**src/rtl/dram_arbiter.sv**
```systemverilog
// dram_arbiter
// ------------------------------------------------------------------
// Shares one single-port DRAM between two requesters (matrix-multiply
// cores). Ownership is granted exclusively with round-robin fairness on
// ties. An owner is forced to yield to a waiting peer after MAX_BURST
// accepted accesses. Read data is routed back to whichever requester
// issued the read, RD_LAT cycles after the read was accepted, even if
// ownership has changed in the meantime.
//
// Ports
//   i_clk, i_rst             clock (rising edge), synchronous active-high reset
//   i_reqN, i_weN            access request / write-not-read for requester N
//   i_addrN, i_wdataN        access address / write data for requester N
//   o_gntN                   requester N owns the DRAM this cycle (state decode)
//   o_rvalidN, o_rdataN      read return for requester N (data 0 when not valid)
//   o_dram_addr/_read/_write/_out   DRAM macro controls, driven from the owner
//   i_dram_in                DRAM q, valid RD_LAT cycles after rden
// ------------------------------------------------------------------
module dram_arbiter #(
    parameter int ADDR_W    = 16,
    parameter int DATA_W    = 8,
    parameter int RD_LAT    = 1,
    parameter int MAX_BURST = 16
) (
    input  logic              i_clk,
    input  logic              i_rst,
    input  logic              i_req0,
    input  logic              i_req1,
    input  logic              i_we0,
    input  logic              i_we1,
    input  logic [ADDR_W-1:0] i_addr0,
    input  logic [ADDR_W-1:0] i_addr1,
    input  logic [DATA_W-1:0] i_wdata0,
    input  logic [DATA_W-1:0] i_wdata1,
    output logic              o_gnt0,
    output logic              o_gnt1,
    output logic              o_rvalid0,
    output logic              o_rvalid1,
    output logic [DATA_W-1:0] o_rdata0,
    output logic [DATA_W-1:0] o_rdata1,
    output logic [ADDR_W-1:0] o_dram_addr,
    output logic              o_dram_read,
    output logic              o_dram_write,
    output logic [DATA_W-1:0] o_dram_out,
    input  logic [DATA_W-1:0] i_dram_in
);

    localparam int                CNT_W   = $clog2(MAX_BURST + 1);
    localparam logic [CNT_W-1:0]  MAX_CNT = CNT_W'(MAX_BURST);

    typedef enum logic [1:0] {
        IDLE = 2'd0,
        OWN0 = 2'd1,
        OWN1 = 2'd2
    } state_t;

    state_t              state_r;
    state_t              state_next_s;
    logic                last_owner_r;
    logic                last_owner_next_s;
    logic [CNT_W-1:0]    count_r;
    logic [CNT_W-1:0]    count_next_s;
    logic [CNT_W-1:0]    count_inc_s;
    logic                enter_own_s;

    logic                accept0_s;
    logic                accept1_s;
    logic                accept_any_s;
    logic                push_read_s;

    // Read-return pipe: bit k is the entry that has travelled k+1 cycles.
    logic [RD_LAT-1:0]   pipe_valid_r;
    logic [RD_LAT-1:0]   pipe_id_r;

    // Burst counter increment that sticks at MAX_BURST, so a lone owner
    // can stream indefinitely without the counter wrapping.
    function automatic logic [CNT_W-1:0] sat_inc(input logic [CNT_W-1:0] cnt);
        logic [CNT_W-1:0] res;
        if (cnt >= MAX_CNT) begin
            res = MAX_CNT;
        end else begin
            res = cnt + CNT_W'(1);
        end
        return res;
    endfunction

    // Grants come straight from the state register; no path from i_req.
    assign o_gnt0 = (state_r == OWN0);
    assign o_gnt1 = (state_r == OWN1);

    assign accept0_s    = o_gnt0 & i_req0;
    assign accept1_s    = o_gnt1 & i_req1;
    assign accept_any_s = accept0_s | accept1_s;
    assign push_read_s  = (accept0_s & ~i_we0) | (accept1_s & ~i_we1);
    assign count_inc_s  = sat_inc(count_r);

    // DRAM port mux: the accepted owner drives the macro, otherwise all zero.
    always_comb begin
        o_dram_addr  = {ADDR_W{1'b0}};
        o_dram_out   = {DATA_W{1'b0}};
        o_dram_read  = 1'b0;
        o_dram_write = 1'b0;
        if (accept0_s) begin
            o_dram_addr  = i_addr0;
            o_dram_out   = i_wdata0;
            o_dram_read  = ~i_we0;
            o_dram_write = i_we0;
        end else if (accept1_s) begin
            o_dram_addr  = i_addr1;
            o_dram_out   = i_wdata1;
            o_dram_read  = ~i_we1;
            o_dram_write = i_we1;
        end else begin
            o_dram_addr  = {ADDR_W{1'b0}};
            o_dram_out   = {DATA_W{1'b0}};
            o_dram_read  = 1'b0;
            o_dram_write = 1'b0;
        end
    end

    // Ownership next-state: tie-break on last_owner, yield on release or
    // when the burst budget is used up while the peer is waiting.
    always_comb begin
        state_next_s = state_r;
        case (state_r)
            IDLE: begin
                if (i_req0 && i_req1) begin
                    if (last_owner_r) begin
                        state_next_s = OWN0;
                    end else begin
                        state_next_s = OWN1;
                    end
                end else if (i_req0) begin
                    state_next_s = OWN0;
                end else if (i_req1) begin
                    state_next_s = OWN1;
                end else begin
                    state_next_s = IDLE;
                end
            end
            OWN0: begin
                if (!i_req0) begin
                    if (i_req1) begin
                        state_next_s = OWN1;
                    end else begin
                        state_next_s = IDLE;
                    end
                end else if (i_req1 && (count_inc_s >= MAX_CNT)) begin
                    // This cycle's access is still accepted before the handoff.
                    state_next_s = OWN1;
                end else begin
                    state_next_s = OWN0;
                end
            end
            OWN1: begin
                if (!i_req1) begin
                    if (i_req0) begin
                        state_next_s = OWN0;
                    end else begin
                        state_next_s = IDLE;
                    end
                end else if (i_req0 && (count_inc_s >= MAX_CNT)) begin
                    state_next_s = OWN0;
                end else begin
                    state_next_s = OWN1;
                end
            end
            default: begin
                state_next_s = IDLE;
            end
        endcase
    end

    // Burst count / last owner: a fresh tenure restarts the count and
    // records the new owner for the next tie-break.
    always_comb begin
        enter_own_s = (state_next_s != state_r) && (state_next_s != IDLE);
        if (enter_own_s) begin
            count_next_s      = {CNT_W{1'b0}};
            last_owner_next_s = (state_next_s == OWN1);
        end else if (accept_any_s) begin
            count_next_s      = count_inc_s;
            last_owner_next_s = last_owner_r;
        end else begin
            count_next_s      = count_r;
            last_owner_next_s = last_owner_r;
        end
    end

    // Arbitration state registers.
    always_ff @(posedge i_clk) begin
        if (i_rst) begin
            state_r      <= IDLE;
            last_owner_r <= 1'b1;
            count_r      <= {CNT_W{1'b0}};
        end else begin
            state_r      <= state_next_s;
            last_owner_r <= last_owner_next_s;
            count_r      <= count_next_s;
        end
    end

    // Read-return pipe: tags each accepted read with its issuer so the data
    // arriving RD_LAT cycles later is steered correctly. Reset drops all
    // in-flight reads.
    always_ff @(posedge i_clk) begin
        if (i_rst) begin
            pipe_valid_r <= {RD_LAT{1'b0}};
            pipe_id_r    <= {RD_LAT{1'b0}};
        end else begin
            pipe_valid_r[0] <= push_read_s;
            pipe_id_r[0]    <= accept1_s;
            for (int k = 1; k < RD_LAT; k++) begin
                pipe_valid_r[k] <= pipe_valid_r[k-1];
                pipe_id_r[k]    <= pipe_id_r[k-1];
            end
        end
    end

    assign o_rvalid0 = pipe_valid_r[RD_LAT-1] & ~pipe_id_r[RD_LAT-1];
    assign o_rvalid1 = pipe_valid_r[RD_LAT-1] &  pipe_id_r[RD_LAT-1];
    assign o_rdata0  = o_rvalid0 ? i_dram_in : {DATA_W{1'b0}};
    assign o_rdata1  = o_rvalid1 ? i_dram_in : {DATA_W{1'b0}};

endmodule

```
**config.mk**
```make
export PLATFORM = sky130hd
export DESIGN_NAME = dram_arbiter
export DESIGN_NICKNAME = d
export VERILOG_FILES = /design/src/rtl/dram_arbiter.sv
export SDC_FILE = /design/constraint.sdc
export NUM_CORES = 1
export LEC_CHECK = 0
export ABC_AREA = 0
export BUFFER_PORTS_ARGS = -buffer_cell sky130_fd_sc_hd__buf_2
export CORE_MARGIN = 4
export CORE_UTILIZATION = 36
export DETAILED_ROUTE_END_ITERATION = 7
export GPL_TIMING_DRIVEN = 0
export PLACE_DENSITY = 0.87
export SYNTH_ARGS = -nofsm -noshare
export SYNTH_HDL_FRONTEND = slang
export SYNTH_SLANG_ARGS = --single-unit
```
**constraint.sdc**
```tcl
create_clock -name i_clk -period 4.5 [get_ports i_clk]
set_input_delay 0.675 -clock i_clk [delete_from_list [all_inputs] [get_ports i_clk]]
set_output_delay 0.675 -clock i_clk [all_outputs]
set_load 0.03 [all_outputs]
```
==> After elaboration in Yosys (flattened, before gate mapping) <==
Cells that the tools add are included.
{ "word_totals": {"reg_bits": 10, "output_inout_bits": 46, "word_cells": 51} }
{ "op_classes": {"add_sub_neg": 1, "magnitude_cmp": 2, "eq_ne": 4, "muxes": 21, "n_bitwise": 11, "reduce_logical": 7} }
{ "op_table": {"columns": ["cell", "n"], "rows": [
  ["2-to-1 mux 16 bit", 2],
  ["2-to-1 mux 8 bit", 4],
  ["2-to-1 mux 2 bit", 8],
  ["greater-or-equal comparator 5 bit (second input constant)", 2],
  ["bitwise AND 1 bit", 6],
  ["case mux 2 bit (3 select lines)", 1],
  ["adder 5 x 1 -> 5 bit (second input constant)", 1],
  ["2-to-1 mux 1 bit", 5],
  ["2-to-1 mux 5 bit", 1],
  ["== test 2 bit (second input constant)", 2],
  ["logical AND 1 bit", 4],
  ["inverter 1 bit", 3],
  ["== test 2 x 1 -> 1 bit (second input constant)", 1],
  ["logical NOT 2 bit", 1],
  ["!= test 2 bit", 1],
  ["bitwise OR 1 bit", 2],
  ["nonzero test 2 bit", 1],
  ["OR reduction 2 bit", 1]
]} }

==> Logic depth before layout (Yosys ltp) <==
{ "logic_depth": {"word_depth": 10, "depth_mapped": 6, "ltp_nobuf": 5} }

==> Least setup slack after synthesis <==
Ideal clock, no wire load.
{ "synth_timing": {"path_type": "register to output", "start": "reg state_r[1]", "end": "out o_dram_read", "arrival_ps": 1814, "required_time_ps": 3825, "setup_slack_ps": 2011, "path_stages_with_launch": 5, "n_path_buf": 1, "cell_sequence": "dfxtp_1 > buf_4 > nor2b_1 > nand2_1 > o21ai_0"} }
{ "synth_via": {"elab_chain_len": 4, "word_cells_on_any_way": 6, "classes_between": "eq/ne (2); mux (2); bitwise (2)"} }
{ "synth_rtl": {"columns": ["item", "line", "text"], "rows": [
  ["from (decl)", "57", "state_t state_r;"],
  ["from (signal assigned)", "197", "state_r <= state_next_s;"],
  ["== test 2 bit", "89", "assign o_gnt1 = (state_r == OWN1);"],
  ["net o_gnt1", "36", "output logic o_gnt1,"],
  ["bitwise AND 1 bit", "92", "assign accept1_s = o_gnt1 & i_req1;"],
  ["2-to-1 mux 1 bit", "108", "end else if (accept1_s) begin"],
  ["2-to-1 mux 1 bit", "103", "if (accept0_s) begin"],
  ["to (decl)", "42", "output logic o_dram_read,"]
]} }
The timed path passes the listed nets, and every way through them passes these cells.

==> Worst setup path in the final report <==
{ "layout_timing": {"start": "in i_req0", "end": "out o_dram_out[2]"} }
{ "layout_via": {"elab_chain_len": 2} }
{ "layout_rtl": {"columns": ["item", "line", "text"], "rows": [
  ["from (decl)", "27", "input logic i_req0,"],
  ["bitwise AND 1 bit", "91", "assign accept0_s = o_gnt0 & i_req0;"],
  ["2-to-1 mux 8 bit", "103", null],
  ["to (decl)", "44", "output logic [DATA_W-1:0] o_dram_out,"]
]} }
No other way between the ends.

==> results.sh <==
export IMPL_status="complete, no violations"
export IMPL_cp_slowest_cell="clkbuf_1"
export IMPL_dr_pass1_iters=4
export IMPL_place_area_um2=1500
export IMPL_syn_num_nets=183
export IMPL_synth_edff_count=0
export IMPL_holdPathEnd="count_r[1]"
export IMPL_hp_start="count_r[1]"
export IMPL_end_kind="primary output"
export IMPL_grt_max_degree=11
export IMPL_viasPerCell=5.14
export IMPL_setup_worst_path_start_class="input port"
export IMPL_maxCapViolCount=0
export IMPL_ys_flop_type="dfxtp_1"
export IMPL_min_path_cells=2
export IMPL_skew_ns=0.00575
export IMPL_grtUsageTotal=0.179
export IMPL_synth_cell_area_um2=931
export IMPL_worst_pin_slew_ns=0.425
export IMPL_crit_required_ns=3.83
export IMPL_root_buffer="clkbuf_4"
export IMPL_grt_pass1_wl_mm=4.71
export IMPL_die_h_um=58.9
export IMPL_synthArstFlopShare=0
export IMPL_post_cts_resized=0
export IMPL_antenna_cells=0
export IMPL_hold_viol_final=0
export IMPL_cts_tree="done"
export IMPL_p_leak_nw=0.888
export IMPL_ioPinCount=108
export IMPL_port_buffers=106
export IMPL_path_cells="buf_4, and3b_1, buf_4, clkbuf_1, a22o_1, buf_2"
export IMPL_syn_to_final_growth_pct=63.4
export IMPL_finalSetupViolCount=0
export IMPL_place_congestion=0.829
export IMPL_clock_latency_ns=0.26
export IMPL_synth_cell_types=32
export IMPL_max_slew_margin=0.715
export IMPL_rsz0062_at_grt="no"
export IMPL_r2r_slack_ns=2.81
export IMPL_cts_hold_buf=0
export IMPL_yosysSeqAreaShare=0.215
export IMPL_ant_nets=0
export IMPL_clockBufferDepth=2
export IMPL_drive_above_1_share=0.504
export IMPL_drt_iter0_drc=53
export IMPL_syn_inst=119
export IMPL_final_cell_mix="106 x buf_2, 25 x a22o_1, 10 x dfxtp_1"
export IMPL_worstPathArrival_ns=1.91
export IMPL_ir_worst_vdd_v=0.000155
export IMPL_clk_pin_slew_ns=0.06
export IMPL_cts_buffers_inserted=3
export IMPL_path_max_fanout=10
export IMPL_r2r_cells=5
export IMPL_final_common_cell="buf_2"
export IMPL_vias=1327
export IMPL_regArea_um2=200
export IMPL_core_area_um2=2480
export IMPL_cts_sinks=10
export IMPL_grt_pass1_vias=1121
export IMPL_h_tree_depth=1
export IMPL_die_x_um=58.9
export IMPL_cp_slowest_stage_delay_ns=0.35
export IMPL_postSynthAreaPerCell_um2=7.82
export IMPL_die_area_um2=3460
export IMPL_final_setup_tns_ns=0
export IMPL_nets=294
export IMPL_antenna_found_initial=0
export IMPL_ys_ff_latch=10
export IMPL_overflow=0
export IMPL_period_share=0.574
export IMPL_wl_per_cell_um=12.7
export IMPL_timing_rr_start="count_r[0]"
export IMPL_rr_endpoint="count_r[4]"
export IMPL_hpwl_mm=2.80
export IMPL_initial_core_util=0.376
export IMPL_rows=18
export IMPL_design_area_um2=1520
export IMPL_totalWireLength_mm=3.28
export IMPL_powerDensity_nw_per_um2=174
export IMPL_n_fill_cell=255
export IMPL_criticalPathCategory="in2out"
export IMPL_multiInputGateArea_um2=663
export IMPL_drc=0
export IMPL_min_path_type="reg2reg"
export IMPL_cpMostUsedCell="buf_4"
export IMPL_ys_warn_count=0
export IMPL_slew_violations=0
export IMPL_post_cts_setup_buffers=0
export IMPL_min_period_ns=2.58
export IMPL_fmax_ghz=0.387
==> logic make-up (layout without fill, tap and decap cells) <==
family | count (synthesis) | in the layout | share of synthesized area
AND/OR/NAND/NOR | 49 | 49 | 0.312
AO/OA/AOI/OAI | 45 | 45 | 0.374
buffers and inverters | 13 | 122 | 0.0726
flip-flops | 10 | 10 | 0.215
adder cells (fa/ha/maj) | 2 | 2 | 0.0269
==> worst max-delay path: cells and delay by family <==
family,cells,cell delay [ns]
AOI/OAI and AO/OA,1,0.21
buffers and inverters,4,0.84
and+or+nand+nor,1,0.17
==> flip-flops by register name, indices dropped and copies added, names as in the netlist <==
register and cells:
count_r 5, state_r 2, last_owner_r 1, pipe_id_r 1, pipe_valid_r 1
==> report_power, final <==
part | total, mW | switching (mW) | leakage, nW | internal, mW
clock network | 0.0591 | 0.0283 | 0.0138 | 0.0308
logic | 0.112 | 0.0647 | 0.793 | 0.0473
registers | 0.0940 | 0.00244 | 0.0814 | 0.0916
==> per-stage QoR <==
stage,utilization,setup WS [ns],std cells,hold slack (ns),total power [mW]
CTS,0.614,1.90,258,0.493,0.268
global placement,0.605,1.92,255,0.478,0.207
detailed placement,0.605,1.93,255,0.485,0.208
global route,0.614,1.83,258,0.540,0.282
floorplan,-,2.01,119,0.462,0.161
finish,0.614,1.92,258,0.491,0.265
==> cell type report <==
| class | instances | area share |
|---|---|---|
| Buffer | 10 | 0.0370 |
| Multi-Input combinational cell | 96 | 0.436 |
| Tap cell | 30 | 0.0247 |
| Sequential cell | 10 | 0.132 |
| Clock buffer | 3 | 0.0148 |
| Timing Repair Buffer | 106 | 0.349 |
| Inverter | 3 | 0.00740 |
==> synthesized netlist by cell type, types with 2 or more instances <==
cell type,count,area [um^2]
o311ai_0,2,17.5
dfxtp_1,10,200
clkbuf_1,6,22.5
a22o_1,25,219
inv_1,3,11.3
nand3_1,2,10.0
buf_4,3,22.5
a21oi_1,7,35.0
nor3_1,3,15.0
nor2b_1,4,25.0
ha_1,2,25.0
and2_1,9,56.3
o21ai_0,4,20.0
nor2_1,3,11.3
and3b_1,2,17.5
a31oi_1,2,12.5
and3_1,9,56.3
nand2_1,9,33.8
==> worst max-delay path by stage <==
stage,start,slack (ns),endpoint
floorplan,state_r[1],2.01,o_dram_read
global placement,i_req0,1.92,o_dram_addr[1]
detailed placement,i_req0,1.93,o_dram_out[2]
CTS,i_req0,1.90,o_dram_out[2]
global route,i_req1,1.83,o_dram_addr[3]
finish,i_req0,1.92,o_dram_out[2]
==> routing by layer <==
| metal | track usage | share of wire |
|---|---|---|
| met1 | 0.183 | 0.34 |
| met2 | 0.333 | 0.52 |
| met3 | 0.0702 | 0.13 |
| met4 | 0.0485 | 0.0098 |
| met5 | 0 | 0 |
Note: power is estimated with default switching activity, not from simulation.
